[config.mk]
export PLATFORM = sky130hd
export DESIGN_NAME = hamming_router_q
export DESIGN_NICKNAME = d
export VERILOG_FILES = /design/src/rtl/hamming_router_q.sv
export SDC_FILE = /design/constraint.sdc
export NUM_CORES = 1
export LEC_CHECK = 0
export ABC_AREA = 0
export CAP_MARGIN = 20
export CORE_ASPECT_RATIO = 0.7
export CORE_MARGIN = 4
export CORE_UTILIZATION = 40
export DETAILED_ROUTE_END_ITERATION = 8
export HOLD_SLACK_MARGIN = 0.1
export PLACE_DENSITY = 0.65
export RECOVER_POWER = 50
export SYNTH_ARGS = -nofsm -noshare
export SYNTH_HDL_FRONTEND = slang
export SYNTH_SLANG_ARGS = --single-unit
export TNS_END_PERCENT = 50
[constraint.sdc]
create_clock -name clk -period 4 [get_ports clk]
set_input_delay 0.8 -clock clk [delete_from_list [all_inputs] [get_ports clk]]
set_output_delay 0.8 -clock clk [all_outputs]
set_load 0.02 [all_outputs]
[src/rtl/hamming_router_q.sv]
// rtl/hamming_router_q.sv - Hamming(7,4) encode/decode router with per-channel FIFOs
// Each channel FIFO entry holds {err, word[6:0]}; the head is masked to 0 when empty.
module hamming_router_q #(
   parameter int NCH   = 4,
   parameter int DEPTH = 2,
   parameter int ERR_W = 8,
   localparam int SELW = $clog2(NCH)
) (
   input  logic               clk,
   input  logic               rst,
   input  logic               in_valid,
   output logic               in_ready,
   input  logic [SELW-1:0]    in_sel,
   input  logic               in_dec,
   input  logic [6:0]         in_word,
   output logic [NCH-1:0]     out_valid,
   input  logic [NCH-1:0]     out_ready,
   output logic [NCH*7-1:0]   out_word,
   output logic [NCH-1:0]     out_err,
   input  logic               err_clr,
   output logic [ERR_W-1:0]   err_cnt
);

   localparam int AW = $clog2(DEPTH);
   localparam int CW = AW + 1;

   logic [3:0]     d;
   logic [6:0]     enc_code;
   logic [6:0]     c;
   logic [6:0]     corr;
   logic [2:0]     syn;
   logic           syn_nz;
   logic [7:0]     entry;
   logic           accept;

   logic [7:0]     mem    [NCH][DEPTH];
   logic [AW-1:0]  wr_ptr [NCH];
   logic [AW-1:0]  rd_ptr [NCH];
   logic [CW-1:0]  cnt    [NCH];
   logic [NCH-1:0] push;
   logic [NCH-1:0] pop;

   always_comb begin
      d        = in_word[3:0];
      enc_code = {d[3], d[2], d[1], d[1] ^ d[2] ^ d[3], d[0], d[0] ^ d[2] ^ d[3], d[0] ^ d[1] ^ d[3]};
      c        = in_word;
      syn      = {c[3] ^ c[4] ^ c[5] ^ c[6], c[1] ^ c[2] ^ c[5] ^ c[6], c[0] ^ c[2] ^ c[4] ^ c[6]};
      syn_nz   = (syn != 3'd0);
      corr     = c;
      // Syndrome value s points at bit position s-1 of the received word
      for (int i = 0; i < 7; i++) begin
         if (syn == 3'(i + 1)) corr[i] = ~c[i];
      end
      entry = in_dec ? {syn_nz, 3'b000, corr[6], corr[5], corr[4], corr[2]}
                     : {1'b0, enc_code};
   end

   // Readiness looks only at the stored count, never at out_ready
   assign in_ready = (cnt[in_sel] < CW'(DEPTH));
   assign accept   = in_valid & in_ready;

   always_comb begin
      push      = '0;
      pop       = '0;
      out_valid = '0;
      out_err   = '0;
      out_word  = '0;
      for (int k = 0; k < NCH; k++) begin
         push[k]            = accept && (in_sel == SELW'(k));
         out_valid[k]       = (cnt[k] != '0);
         pop[k]             = out_valid[k] & out_ready[k];
         out_word[7*k +: 7] = out_valid[k] ? mem[k][rd_ptr[k]][6:0] : 7'd0;
         out_err[k]         = out_valid[k] & mem[k][rd_ptr[k]][7];
      end
   end

   always_ff @(posedge clk) begin
      if (rst) begin
         for (int k = 0; k < NCH; k++) begin
            wr_ptr[k] <= '0;
            rd_ptr[k] <= '0;
            cnt[k]    <= '0;
         end
         err_cnt <= '0;
      end else begin
         for (int k = 0; k < NCH; k++) begin
            if (push[k]) begin
               mem[k][wr_ptr[k]] <= entry;
               wr_ptr[k]         <= wr_ptr[k] + AW'(1);
            end
            if (pop[k]) rd_ptr[k] <= rd_ptr[k] + AW'(1);
            if (push[k] && !pop[k])      cnt[k] <= cnt[k] + CW'(1);
            else if (pop[k] && !push[k]) cnt[k] <= cnt[k] - CW'(1);
         end
         if (err_clr)
            err_cnt <= '0;
         else if (accept && in_dec && syn_nz && (err_cnt != '1))
            err_cnt <= err_cnt + ERR_W'(1);
      end
   end

endmodule
## Yosys cells after proc, flatten, opt, wreduce, memory -nomap -nowiden

Memories as Yosys holds them, arrays and structs flattened.
Cells that the tools add are included.
Widths: inputs -> output; s select.

- Output and inout port bits: 45
- Bits in writable memories: 80
- Register bits: 8
- Word-level logic and storage cells: 242
- Memories: 4
- Input port bits: 18

Memory list:

| memory | depth | width | rd ports | clocked after memory_dff | write ports | RTL line | RTL |
|---|---|---|---|---|---|---|---|
| mem | 4 | 16 | 4 | 0 | 1 | 36 | `logic [7:0] mem [NCH][DEPTH];` |
| cnt | 4 | 2 | 5 | 0 | 4 | 39 | `logic [CW-1:0] cnt [NCH];` |
| rd_ptr | 4 | 1 | 4 | 0 | 4 | 38 | `logic [AW-1:0] rd_ptr [NCH];` |
| wr_ptr | 4 | 1 | 4 | 0 | 4 | 37 | `logic [AW-1:0] wr_ptr [NCH];` |

- Equal/unequal tests: 8
- Mux-type cells: 112
- Bitwise operators: 50
- Add/subtract/negate cells: 17
- $lt $le $gt $ge: 13
- Reductions and logical operators: 37

Operators with widths:

| cell | count |
|---|---|
| $mux 16 | 10 |
| $mux 8 | 17 |
| $mux 1 | 66 |
| $reduce_or 16->1 | 3 |
| $demux 8 s1 | 4 |
| $mux 7 | 4 |
| $mux 2 | 11 |
| $logic_and 1x1->1 | 19 |
| $ge 2x2->1 const B | 8 |
| $not 1->2 | 8 |
| $or 1x1->1 | 16 |
| $xor 1x1->1 | 13 |
| $and 1x1->1 | 9 |
| $eq 3x3->1 const B | 3 |
| $add 1x1->1 const B | 8 |
| $add 2x1->2 const B | 4 |
| $add 8x1->8 const B | 1 |
| $logic_not 1->1 | 8 |
| $lt 2x1->1 const B | 4 |
| $ne 8x8->1 const B | 1 |
| $reduce_bool 2->1 | 4 |
| $sub 2x1->2 const B | 4 |
| $eq 2x2->1 const B | 2 |
| $not 1->1 | 4 |
| 6 further kinds | 6 |

## Depth between registers and ports, before layout

An unclocked memory read counts as a cell.

- Depth in word-level cells: 11
- Gate-level depth with buffers: 8
- Depth with buffers taken out: 7

## Worst setup path before layout

Ideal clock, no wire load.

- Path kind: input -> register
- Start point: in in_sel[1]
- End point: mem mem[0][0] (netlist name), enable pin
- Slack: 0.961 ns
- Data required time: 3.602 ns
- Stages: 3
- Arrival time: 2.641 ns
- Cell sequence: mux2_2 -> or3b_2 -> nor4b_1

- Longest elaborated chain between the ends: 11
- Elaborated cells between the ends (all ways): 32
- Classes of those cells: 1 x order compare; 3 x eq/ne; 18 x mux; 1 x bitwise; 8 x reduce/logical; 1 x memory

RTL lines:

| element | RTL line | RTL |
|---|---|---|
| start, declared | 13 | `input logic [SELW-1:0] in_sel,` |
| $mem_v2 4x2 | n/a |  |
| $lt 2x2->1 | 59 | `assign in_ready = (cnt[in_sel] < CW'(DEPTH));` |
| $and 1x1->1 | 60 | `assign accept = in_valid & in_ready;` |
| $logic_and 1x1->1 | 69 | `push[k] = accept && (in_sel == SELW'(k));` |
| $mux 1 | 87 | `if (push[k]) begin` |
| $mux 1 | 78 | `if (rst) begin` |
| $mux 16 (not written as such) | 88 | `mem[k][wr_ptr[k]] <= entry;` |
| $reduce_or 16->1 (no line) | n/a |  |
| $mux 2 (no line) or $mux 16 (tied branches) (3 in series) | n/a |  |
| end, declared | 36 |  |

Several ways; a longest one is shown, not always the timed one.

## Worst setup path in the final report

- Start point: in in_sel[1]
- End point: out in_ready

- Longest elaborated chain between the ends: 2

RTL lines:

| element | RTL line | RTL |
|---|---|---|
| $mem_v2 4x2 | n/a |  |
| $lt 2x2->1 | 59 |  |
| end, declared | 12 | `output logic in_ready,` |

No other way between the ends.

==> metrics.yaml <==
die:
  rows: 30
  die-area_um2: 11770
  io_pins: 63
  die_height_um: 92.00
  core_um2: 9759
  initial_core_util_pct: 41.31
  die_w_um: 128.0
logic_synthesis:
  ys_seq_area_share_pct: 63.56
  ys_types: 37
  syn_area_um2: 4031
  syn_nets: 337
  async_flop_share_pct: 0
  synth_edf_count: 80
  ys_seq_elements: 88
  synth_flop_cell: "edfxtp_1"
  postSynthCellCount: 317
  yosysWarningCount: 0
  syn_avg_cell_area_um2: 12.72
clock_tree:
  numCtsBuffers: 9
  clk_latency_ns: 0.33
  cts.hold.buffers_added: 0
  cts_buffer_depth: 2
  cts_resized: 0
  htreeDepth: 3
  cts.sink_count: 88
  cts_tree: "yes"
  postCtsSetupRepairBufs: 0
  clk_pin_slew_ns: 0.06
  clock-root-buffer: "clkbuf_16"
outcome:
  outcome: "finished clean"
detailed_routing:
  wl_per_cell_um: 15.59
  finalWirelength_mm: 8.093
  via_count: 2643
  antenna_left: 0
  drtIter0Drc: 153
  viasPerCell: 5.092
  drtPass1Iterations: 4
  drc: 0
timing:
  fmax_mhz: 300.4
  setup_tns_ns: 0
  timing.final.max_slew_violations: 0
  skew_ns: 0.004407
  min_period_ns: 3.329
  slew_headroom_pct: 18.13
  setup_viol: 0
  rsz0062_at_grt: "no"
  timing_worst_slew_pin_value_ns: 1.228
  period_share_pct: 83.21
  hold_viol: 0
grt:
  grt_max_degree: 34
  first_global_vias: 2541
  grt_pass1_wl_mm: 12.97
  overflow: 0
  grt_use_total_pct: 14.49
  antenna_found_initial: 0
worst_setup_path:
  worstPathArrival_ns: 2.53
  criticalPathCategory: "primary input to output pin"
  setup.worst_path.start_class: "primary input"
  endpoint_kind: "output pin"
  critPathMaxFanout: 10
  required_ns: 3.20
min_path:
  min_path_type: "flop to flop"
placed_design:
  gp_congestion: 0.7985
  port_buffers: 62
  placed_area_um2: 4835
  hpwl_mm: 5.824
layout:
  finish.utilization_pct: 52.51
  final_nets: 408
  layout_commonest_cell: "edfxtp_1"
  layout-drive-gt1-share_pct: 6.650
  final_cell_mix: "80 x edfxtp_1, 48 x clkdlybuf4s50_1, 42 x nor2_1, 35 x mux2i_1, 16 x a21oi_1"
  diodes: 0
  syn2layout_area_growth_pct: 27.13
  design_area_um2: 5125
job:
  maxCapViolCount: 0
pwr:
  vdd_drop_max_mv: 0.2988
  leakage_nw: 1.785
  p_per_area_nw_per_um2: 452.4
[flip-flops by register name, summed over array words and instances, names as in the netlist]
signal	count
rd_ptr	4
err_cnt	8
wr_ptr	4
mem	64
cnt	8
[cells in the mapped netlist (2+ instances only)]
cell       n  area share (%)
edfxtp_1  80              60
nor2_1    42             3.9
mux2i_1   35             8.7
a21oi_1   16             2.0
xnor2_1   14             3.0
clkbuf_1  12             1.1
nand2b_1  11             1.7
nor3_1    11             1.4
nand2_1   10            0.93
inv_1      9            0.84
dfxtp_1    8             4.0
nor3b_1    8             1.5
o21ai_0    6            0.74
o31ai_1    6             1.1
nor2b_1    5            0.78
or4_1      5            0.93
xor2_1     5             1.1
nand3_1    4            0.50
nand4_1    4            0.62
nor4_1     4            0.62
or2_2      3            0.47
and2_1     2            0.31
ha_1       2            0.62
or3_1      2            0.31
[path summary, 6_finish.rpt]
path	from	to	slack, ns	cells past startpoint
setup / recovery	in_sel[1]	in_ready	0.67	6
hold / removal	err_cnt[5]$_SDFFE_PP0P_	err_cnt[5]$_SDFFE_PP0P_	0.50	2
setup reg to reg	cnt[2][1]$_SDFFCE_PN0P_	err_cnt[4]$_SDFFE_PP0P_	1.58	6
hold reg to reg	err_cnt[5]$_SDFFE_PP0P_	err_cnt[5]$_SDFFE_PP0P_	0.50	2
[through the flow]
step                      power [W]  hold WS, ns  std cells  setup slack, ns
after floorplan            0.001318       0.5353        317           0.9611
after global placement     0.001481       0.4702        504           0.7576
after detailed placement   0.001489       0.4921        504           0.6788
after CTS                  0.002347       0.5002        518           0.7369
after global routing       0.002426       0.5231        519           0.6106
final                      0.002319       0.5036        519           0.6714
[report_power, final]
part	internal (W)	total (W)	switching, W
combinational	0.000169	0.000386	0.000216
sequential	0.00105	0.00108	0.0000296
clock	0.000541	0.000858	0.000316
total	0.00176	0.00232	0.000562
[critical path: stages]
cell and delay, ns:
dlygate4sd3_1 0.55, buf_4 0.17, mux2i_1 0.24, nand2_1 0.07, o21ai_0 0.07, clkdlybuf4s50_1 0.62
[per-layer routing]
metal / GRT usage, % / part of all wire [%] / vias to the layer above
met4: 4.770 / 1.6 / 0
met1: 19.71 / 46 / 1255
met5: 0 / 0 / -
met3: 4.889 / 6.7 / 10
met2: 21.82 / 45 / 75
li1: - / - / 1303
[cell families (layout without fill, tap and decap cells)]
group           Yosys count  count (layout)  share of synthesized area (%)
mux                      36              36                          8.970
compound gates           32              32                          4.873
buf+inv                  23              97                          2.327
flops                    88              88                          63.56
simple gates            116             116                          14.96
fa+ha+maj                 2               2                         0.6206
xor+xnor                 20              20                          4.687
[cell type report]
type                    instances  area, um2
repair buffers                 74      685.7
clock buffers                   9      225.2
well taps                     128      160.2
inverters                       9      33.78
fillers                       844       4634
multi-input cells             206       1375
clock inverters                 5      82.58
flip-flops and latches         88       2562
No activity file was read; power rests on OpenSTA's default activity.
